File: config.mk
export PLATFORM = sky130hd
export DESIGN_NAME = instr_mem_dp
export DESIGN_NICKNAME = d
export VERILOG_FILES = /design/src/rtl/instr_mem_pkg.sv /design/src/rtl/instr_mem_rd_port.sv /design/src/rtl/instr_mem_dp.sv
export SDC_FILE = /design/constraint.sdc
export NUM_CORES = 2
export LEC_CHECK = 0
export CAP_MARGIN = 10
export CORE_UTILIZATION = 40
export CTS_CLUSTER_SIZE = 24
export DETAILED_ROUTE_END_ITERATION = 7
export GPL_TIMING_DRIVEN = 0
export SLEW_MARGIN = 10
export SYNTH_ARGS = -nofsm -noshare
export SYNTH_HDL_FRONTEND = slang
export SYNTH_HIERARCHICAL = 1
export SYNTH_SLANG_ARGS = --single-unit
File: constraint.sdc
create_clock -name clock -period 4.38 [get_ports clock]
set_clock_uncertainty 0.05 [all_clocks]
set_input_delay 0.438 -clock clock [delete_from_list [all_inputs] [get_ports clock]]
set_output_delay 0.438 -clock clock [all_outputs]
set_load 0.05 [all_outputs]
File: src/rtl/instr_mem_pkg.sv
`default_nettype none
// +------------------------------------------------------------------+
// | Module : instr_mem_pkg                                           |
// | Brief  : Shared state encodings and default geometry for the     |
// |          dual-port instruction memory.                           |
// | Rev    : 1.0  initial release                                    |
// +------------------------------------------------------------------+
package instr_mem_pkg;

  // Fill FSM states: FILL walks the array writing the init word, RUN serves ports.
  typedef enum logic {
    ST_FILL = 1'b0,
    ST_RUN  = 1'b1
  } state_t;

  localparam int DEF_DATA_W     = 16;
  localparam int DEF_ADDR_W     = 6;
  localparam int DEF_DEPTH      = 64;
  localparam int DEF_INIT_VALUE = 1;

endpackage : instr_mem_pkg
`default_nettype wire

File: src/rtl/instr_mem_rd_port.sv
`default_nettype none
// +------------------------------------------------------------------+
// | Module : instr_mem_rd_port                                       |
// | Brief  : Registered read data/valid for one read port; returns   |
// |          zero for addresses beyond the populated depth.          |
// | Rev    : 1.0  initial release                                    |
// +------------------------------------------------------------------+
module instr_mem_rd_port
  import instr_mem_pkg::*;
#(
  parameter int DATA_W = DEF_DATA_W,
  parameter int ADDR_W = DEF_ADDR_W,
  parameter int DEPTH  = DEF_DEPTH
) (
  input  logic              clock,
  input  logic              reset,
  input  logic              accept,
  input  logic [ADDR_W-1:0] addr,
  input  logic [DATA_W-1:0] word,
  output logic [DATA_W-1:0] data,
  output logic              valid
);

  localparam logic [ADDR_W:0] c_depth = (ADDR_W+1)'(DEPTH);

  logic              w_in_range;
  logic [DATA_W-1:0] r_data;
  logic              r_valid;

  assign w_in_range = ({1'b0, addr} < c_depth);

  // Capture the word on an accepted request; data holds between requests.
  always_ff @(posedge clock or negedge reset) begin
    if (!reset) begin
      r_data  <= '0;
      r_valid <= 1'b0;
    end else begin
      r_valid <= accept;
      if (accept) begin
        r_data <= w_in_range ? word : '0;
      end
    end
  end

  assign data  = r_data;
  assign valid = r_valid;

endmodule : instr_mem_rd_port
`default_nettype wire

File: src/rtl/instr_mem_dp.sv
`default_nettype none
// +------------------------------------------------------------------+
// | Module : instr_mem_dp                                            |
// | Brief  : Dual-read, dual-write instruction memory with a         |
// |          sequential init fill, registered reads, write-collision |
// |          flag and out-of-range handling.                         |
// |          Optional macro INSTR_MEM_BYPASS_EN: same-cycle write    |
// |          data is forwarded to a read of the same address.        |
// | Rev    : 1.0  initial release                                    |
// +------------------------------------------------------------------+
module instr_mem_dp
  import instr_mem_pkg::*;
#(
  parameter int DATA_W     = DEF_DATA_W,
  parameter int ADDR_W     = DEF_ADDR_W,
  parameter int DEPTH      = DEF_DEPTH,
  parameter int INIT_VALUE = DEF_INIT_VALUE
) (
  input  logic              clock,
  input  logic              reset,
  input  logic              rd1_req,
  input  logic [ADDR_W-1:0] rd1_addr,
  output logic [DATA_W-1:0] rd1_data,
  output logic              rd1_valid,
  input  logic              rd2_req,
  input  logic [ADDR_W-1:0] rd2_addr,
  output logic [DATA_W-1:0] rd2_data,
  output logic              rd2_valid,
  input  logic              wr1_en,
  input  logic [ADDR_W-1:0] wr1_addr,
  input  logic [DATA_W-1:0] wr1_data,
  input  logic              wr2_en,
  input  logic [ADDR_W-1:0] wr2_addr,
  input  logic [DATA_W-1:0] wr2_data,
  output logic              ready,
  output logic              wr_collision
);

  localparam logic [ADDR_W:0]   c_depth = (ADDR_W+1)'(DEPTH);
  localparam logic [ADDR_W-1:0] c_last  = ADDR_W'(DEPTH - 1);
  localparam logic [DATA_W-1:0] c_init  = DATA_W'(INIT_VALUE);

  logic [DATA_W-1:0] r_mem [DEPTH];
  state_t            r_state;
  logic [ADDR_W-1:0] r_fill_ptr;
  logic              r_ready;
  logic              r_wr_collision;

  logic              w_run;
  logic              w_wr1_ok;
  logic              w_wr2_ok;
  logic              w_same;
  logic              w_rd1_in;
  logic              w_rd2_in;
  logic [DATA_W-1:0] w_rd1_mem;
  logic [DATA_W-1:0] w_rd2_mem;
  logic [DATA_W-1:0] w_rd1_word;
  logic [DATA_W-1:0] w_rd2_word;

  assign w_run    = (r_state == ST_RUN);
  assign w_wr1_ok = w_run && wr1_en && ({1'b0, wr1_addr} < c_depth);
  assign w_wr2_ok = w_run && wr2_en && ({1'b0, wr2_addr} < c_depth);
  // Both writes land on one location: port 2 owns it.
  assign w_same   = w_wr1_ok && w_wr2_ok && (wr1_addr == wr2_addr);

  // Out-of-range reads are clamped to index 0 here; the read port zeroes them.
  assign w_rd1_in  = ({1'b0, rd1_addr} < c_depth);
  assign w_rd2_in  = ({1'b0, rd2_addr} < c_depth);
  assign w_rd1_mem = r_mem[w_rd1_in ? rd1_addr : '0];
  assign w_rd2_mem = r_mem[w_rd2_in ? rd2_addr : '0];

`ifdef INSTR_MEM_BYPASS_EN
  // Forward same-cycle write data; port 2 has priority as it wins the array.
  assign w_rd1_word = (w_wr2_ok && wr2_addr == rd1_addr) ? wr2_data :
                      (w_wr1_ok && wr1_addr == rd1_addr) ? wr1_data : w_rd1_mem;
  assign w_rd2_word = (w_wr2_ok && wr2_addr == rd2_addr) ? wr2_data :
                      (w_wr1_ok && wr1_addr == rd2_addr) ? wr1_data : w_rd2_mem;
`else
  assign w_rd1_word = w_rd1_mem;
  assign w_rd2_word = w_rd2_mem;
`endif

  // Array update: init fill walks the pointer, otherwise the two write ports.
  always_ff @(posedge clock) begin
    if (r_state == ST_FILL) begin
      r_mem[r_fill_ptr] <= c_init;
    end else begin
      if (w_wr1_ok && !w_same) begin
        r_mem[wr1_addr] <= wr1_data;
      end
      if (w_wr2_ok) begin
        r_mem[wr2_addr] <= wr2_data;
      end
    end
  end

  // Fill FSM with registered ready and collision pulse.
  always_ff @(posedge clock or negedge reset) begin
    if (!reset) begin
      r_state        <= ST_FILL;
      r_fill_ptr     <= '0;
      r_ready        <= 1'b0;
      r_wr_collision <= 1'b0;
    end else begin
      r_wr_collision <= w_same;
      case (r_state)
        ST_FILL: begin
          if (r_fill_ptr == c_last) begin
            r_state <= ST_RUN;
            r_ready <= 1'b1;
          end else begin
            r_fill_ptr <= r_fill_ptr + 1'b1;
          end
        end
        default: begin
          r_state <= ST_RUN;
        end
      endcase
    end
  end

  assign ready        = r_ready;
  assign wr_collision = r_wr_collision;

  instr_mem_rd_port #(
    .DATA_W (DATA_W),
    .ADDR_W (ADDR_W),
    .DEPTH  (DEPTH)
  ) u_rd1 (
    .clock  (clock),
    .reset  (reset),
    .accept (rd1_req && w_run),
    .addr   (rd1_addr),
    .word   (w_rd1_word),
    .data   (rd1_data),
    .valid  (rd1_valid)
  );

  instr_mem_rd_port #(
    .DATA_W (DATA_W),
    .ADDR_W (ADDR_W),
    .DEPTH  (DEPTH)
  ) u_rd2 (
    .clock  (clock),
    .reset  (reset),
    .accept (rd2_req && w_run),
    .addr   (rd2_addr),
    .word   (w_rd2_word),
    .data   (rd2_data),
    .valid  (rd2_valid)
  );

endmodule : instr_mem_dp
`default_nettype wire

==> results by group <==
Outcome
  – Status: finished, violations left
  – Failing checks: negative setup slack

STA
  – Final slew viol count: 0
  – Hold Slack: 0.159 ns
  – Fmax: around 0.22 GHz
  – Slew headroom: ~4%
  – Worst Max-Slew Pin Slew: 1.44 ns
  – Fin crit share: 104%
  – Final setup fails: 5
  – Fin. Hold Viols: 0
  – Post-route setup TNS: -0.310 ns
  – Period minus WS final: approximately 4.6 ns
  – RSZ-0062 raised after global routing: false
  – Final Worst Setup Slack: -0.180 ns

Setup path
  – Setup Crit Path Kind: in2reg
  – CP arrival: approximately 5.2 ns
  – Crit path capture type: register
  – Maximum fanout along the worst path: 10
  – CP max-delay cell: clkdlybuf4s50_1
  – Most used cell, CP: buf_2
  – R2R cell count: 8
  – Startpoint types: primary input
  – Worst path cell trace: clkdlybuf4s50_1 -> buf_2 -> buf_2 -> nand2_1 -> nor2_1 -> a221oi_1 -> and3_1 -> o22ai_1 -> mux2_4
  – WP data required: around 5 ns
  – CP peak stage delay: about 0.9 ns

Die
  – FP Rows: between 100 and 150
  – Die area: 0.155 sq mm
  – Die height: around 390 microns
  – I/O pins: 98
  – Core Footprint: 0.152 sq mm
  – Initial Util: 40.3%
  – DIE WIDTH: roughly 390 microns

Run
  – Max Cap Viol: 0

Routing
  – WL per Instance: roughly 40 microns
  – TritonRoute pass-1 iters: 6
  – Initial drt markers: just under 10000
  – Vias per cell: roughly 7
  – Final WL: about 300 mm
  – ANT nets after route: 0
  – Total number of vias: 52300
  – Drc violations: 0

Pwr
  – Pwr Density: between 300 and 400 mW/mm^2
  – Sw Share: between 20% and 30%
  – VDD IR-drop max: about 0.33 mV
  – Switching pwr: just under 6 mW
  – Int Power: 17.3 mW
  – Pwr Total: roughly 23 mW
  – Leak Pwr: about 19 nW
  – Comb power frac: 7.3%
  – Clock Power Share: 45.3%
  – Seq pwr share: approximately 47%

Global route
  – Initial antenna violation count: 39
  – Number of global-route vias before repair: approximately 48000
  – Grt total ovfl: 0
  – First-pass GRT wire length: 408 mm
  – Largest net degree at the start of global routing: 44
  – Total GRT Usage: between 30% and 40%

Placed design
  – DP HPWL: ~230 mm
  – Place WS: -1.06 ns
  – Post-DP Area: 0.0665 sq mm
  – Final GP Congestion: between 1 and 1.5
  – Placed Cells: 7370
  – IO buf count: a little under 70

Synthesis
  – Async S/R FF share, synth: 4.03%
  – Mapped Nets: between 5000 and 6000
  – Area leader, netlist: edfxtp_1
  – Synth top area share: about half
  – Synthesized area per cell: around 12 sq um
  – Sequential share of the synthesized area: 51.9%
  – Top cells by area, synth: edfxtp_1 50%, mux4_2 19%, o21ai_0 7.7%, nand2_1 6.9%, clkbuf_1 2.9%
  – Synth Register Bits: ~1100
  – Mapped Area: about 0.061 sq mm
  – Ys Warns: 6
  – Post-synth EDFFs: ~1000
  – Synth cell types: between 60 and 70
  – Synth Instances: roughly 5200
  – Ys flop type: edfxtp_1

Clocking
  – Root Driver: clkbuf_16
  – Post-CTS Setup Inserts: 0
  – Clock Path Buffers: 3
  – TritonCTS clock tree: yes
  – Clk slew on worst S/H paths: roughly 0.070 ns
  – Skew-Pair Late Insertion Delay: about 0.79 ns
  – CTS H-tree depth: 3
  – Total clock sinks: between 1000 and 1500
  – CTS Buf Count: between 100 and 150

Final layout
  – Design Area, Final: ~0.07 sq mm
  – Fill cells: between 10000 and 15000
  – Finished Layout Cells: 7611
  – Core Util, Final: about 46%
  – Area growth syn-to-layout: 15.0%
  – Layout Nets: about 5500
  – Layout cells sized above 1: approximately a fifth

Hold path
  – Hold Crit Class: in2reg
  – Hold Crit Depth: 4
worst paths after layout:
kind / from / end / slack [ns]
setup / recovery: rd2_addr[2] / u_rd2/data[12]$_DFFE_PN0P_ / -0.18
hold / removal: wr2_addr[2] / r_mem[10][0]$_DFFE_PP_ / 0.16
setup reg to reg: r_state$_DFF_PN0_ / r_mem[25][3]$_DFFE_PP_ / 0.68
hold reg to reg: u_rd2/data[11]$_DFFE_PN0P_ / u_rd2/data[11]$_DFFE_PN0P_ / 0.47
max in group asynchronous: reset / u_rd1/data[3]$_DFFE_PN0P_ / 3.48
min in group asynchronous: reset / u_rd2/data[13]$_DFFE_PN0P_ / 0.20
cell usage after synthesis, types with 19 or more instances:
master and instances:
buf_1 19, o21ai_0 938, a21oi_1 107, o22ai_1 57, o21ai_1 53, clkbuf_1 478, a22oi_1 30, nor2_1 189
mux2_4 22, mux2i_1 76, mux4_2 508, nor2b_1 37, edfxtp_1 1024, mux2_2 54, o31ai_1 44, buf_2 89
o221ai_1 30, dfrtp_1 43, nand2_1 1120, and3_1 27
cells by family after synthesis:
kind of cell,count (synthesis),synth area share (%)
buf+inv,627,4.42
mux,668,21.6
simple gates,1463,9.59
fa+ha+maj,1,0.0204
xor+xnor,10,0.143
compound gates,1357,12.3
flops,1067,51.9
flip-flops by register name, summed over array words and instances, names as in the netlist:
signal        cells
u_rd2/valid       1
ready             1
r_state           1
r_fill_ptr        6
wr_collision      1
u_rd2/data       16
u_rd1/valid       1
r_mem          1024
u_rd1/data       16
routing by layer:
| layer | vias to the layer above | wire [microns] | GRT usage (%) |
|---|---|---|---|
| li1 | 20200 | - | - |
| met1 | 26500 | 108000 | 49.7 |
| met2 | 4849 | 125000 | 53.1 |
| met3 | 738 | 54300 | 18.4 |
| met4 | 14 | 20600 | 22.9 |
| met5 | - | 87 | 0 |
worst max-delay path: cells and delay by family:
family,cells,cell delay [ns]
buf+inv,3,2.09
mux,1,0.26
simple gates,3,1.47
compound gates,2,0.93
timing repair:
item | in CTS | in global routing
gates resized for setup | 3 | 1
setup endpoints to repair | 12 | 7
hold buffers | 1 | 0
hold endpoints to repair | 43 | 0
power groups by stage:
stage	combinational (mW)	sequential, mW	clock [mW]
2_1_floorplan	0.783	11.2	0
3_3_place_gp	1.57	11.2	0
3_5_place_dp	1.60	11.2	0
4_1_cts	1.60	11.0	10.4
5_1_grt	1.67	11.0	10.8
6_report	1.71	11.0	10.5
cell type report:
cell class,count,area [sq um],area share (%)
diodes,21,52.6,0.0745
plain buffers,624,2740,3.88
clock buffers,136,2990,4.24
clock inverters,82,932,1.32
inverters,3,11.3,0.0160
multi-input cells,3499,27500,39.0
flip-flops and latches,1067,31800,45.1
well taps,2030,2540,3.60
repair buffers,149,1940,2.75
layout by cell type (no fill, tap or decap), types with 15 or more instances in the layout:
cell type / instances
clkbuf_1: 477
buf_8: 55
mux4_2: 508
nand2b_1: 18
clkbuf_2: 22
buf_4: 20
clkinv_1: 23
bufinv_16: 17
edfxtp_1: 1024
buf_2: 98
mux2_2: 54
clkdlybuf4s50_1: 68
clkbuf_16: 116
mux2i_1: 76
o31ai_4: 48
a22o_1: 15
o21ai_1: 45
diode_2: 21
o21ai_2: 16
clkinv_2: 24
nand2_1: 1113
nor2_1: 189
a21oi_1: 107
nor2b_1: 37
o22ai_1: 57
o21ai_0: 930
a22oi_1: 30
dfrtp_1: 43
a31oi_1: 17
buf_6: 26
o221ai_1: 30
mux2_4: 22
and3_1: 27
(Power assumes the default switching activity.)
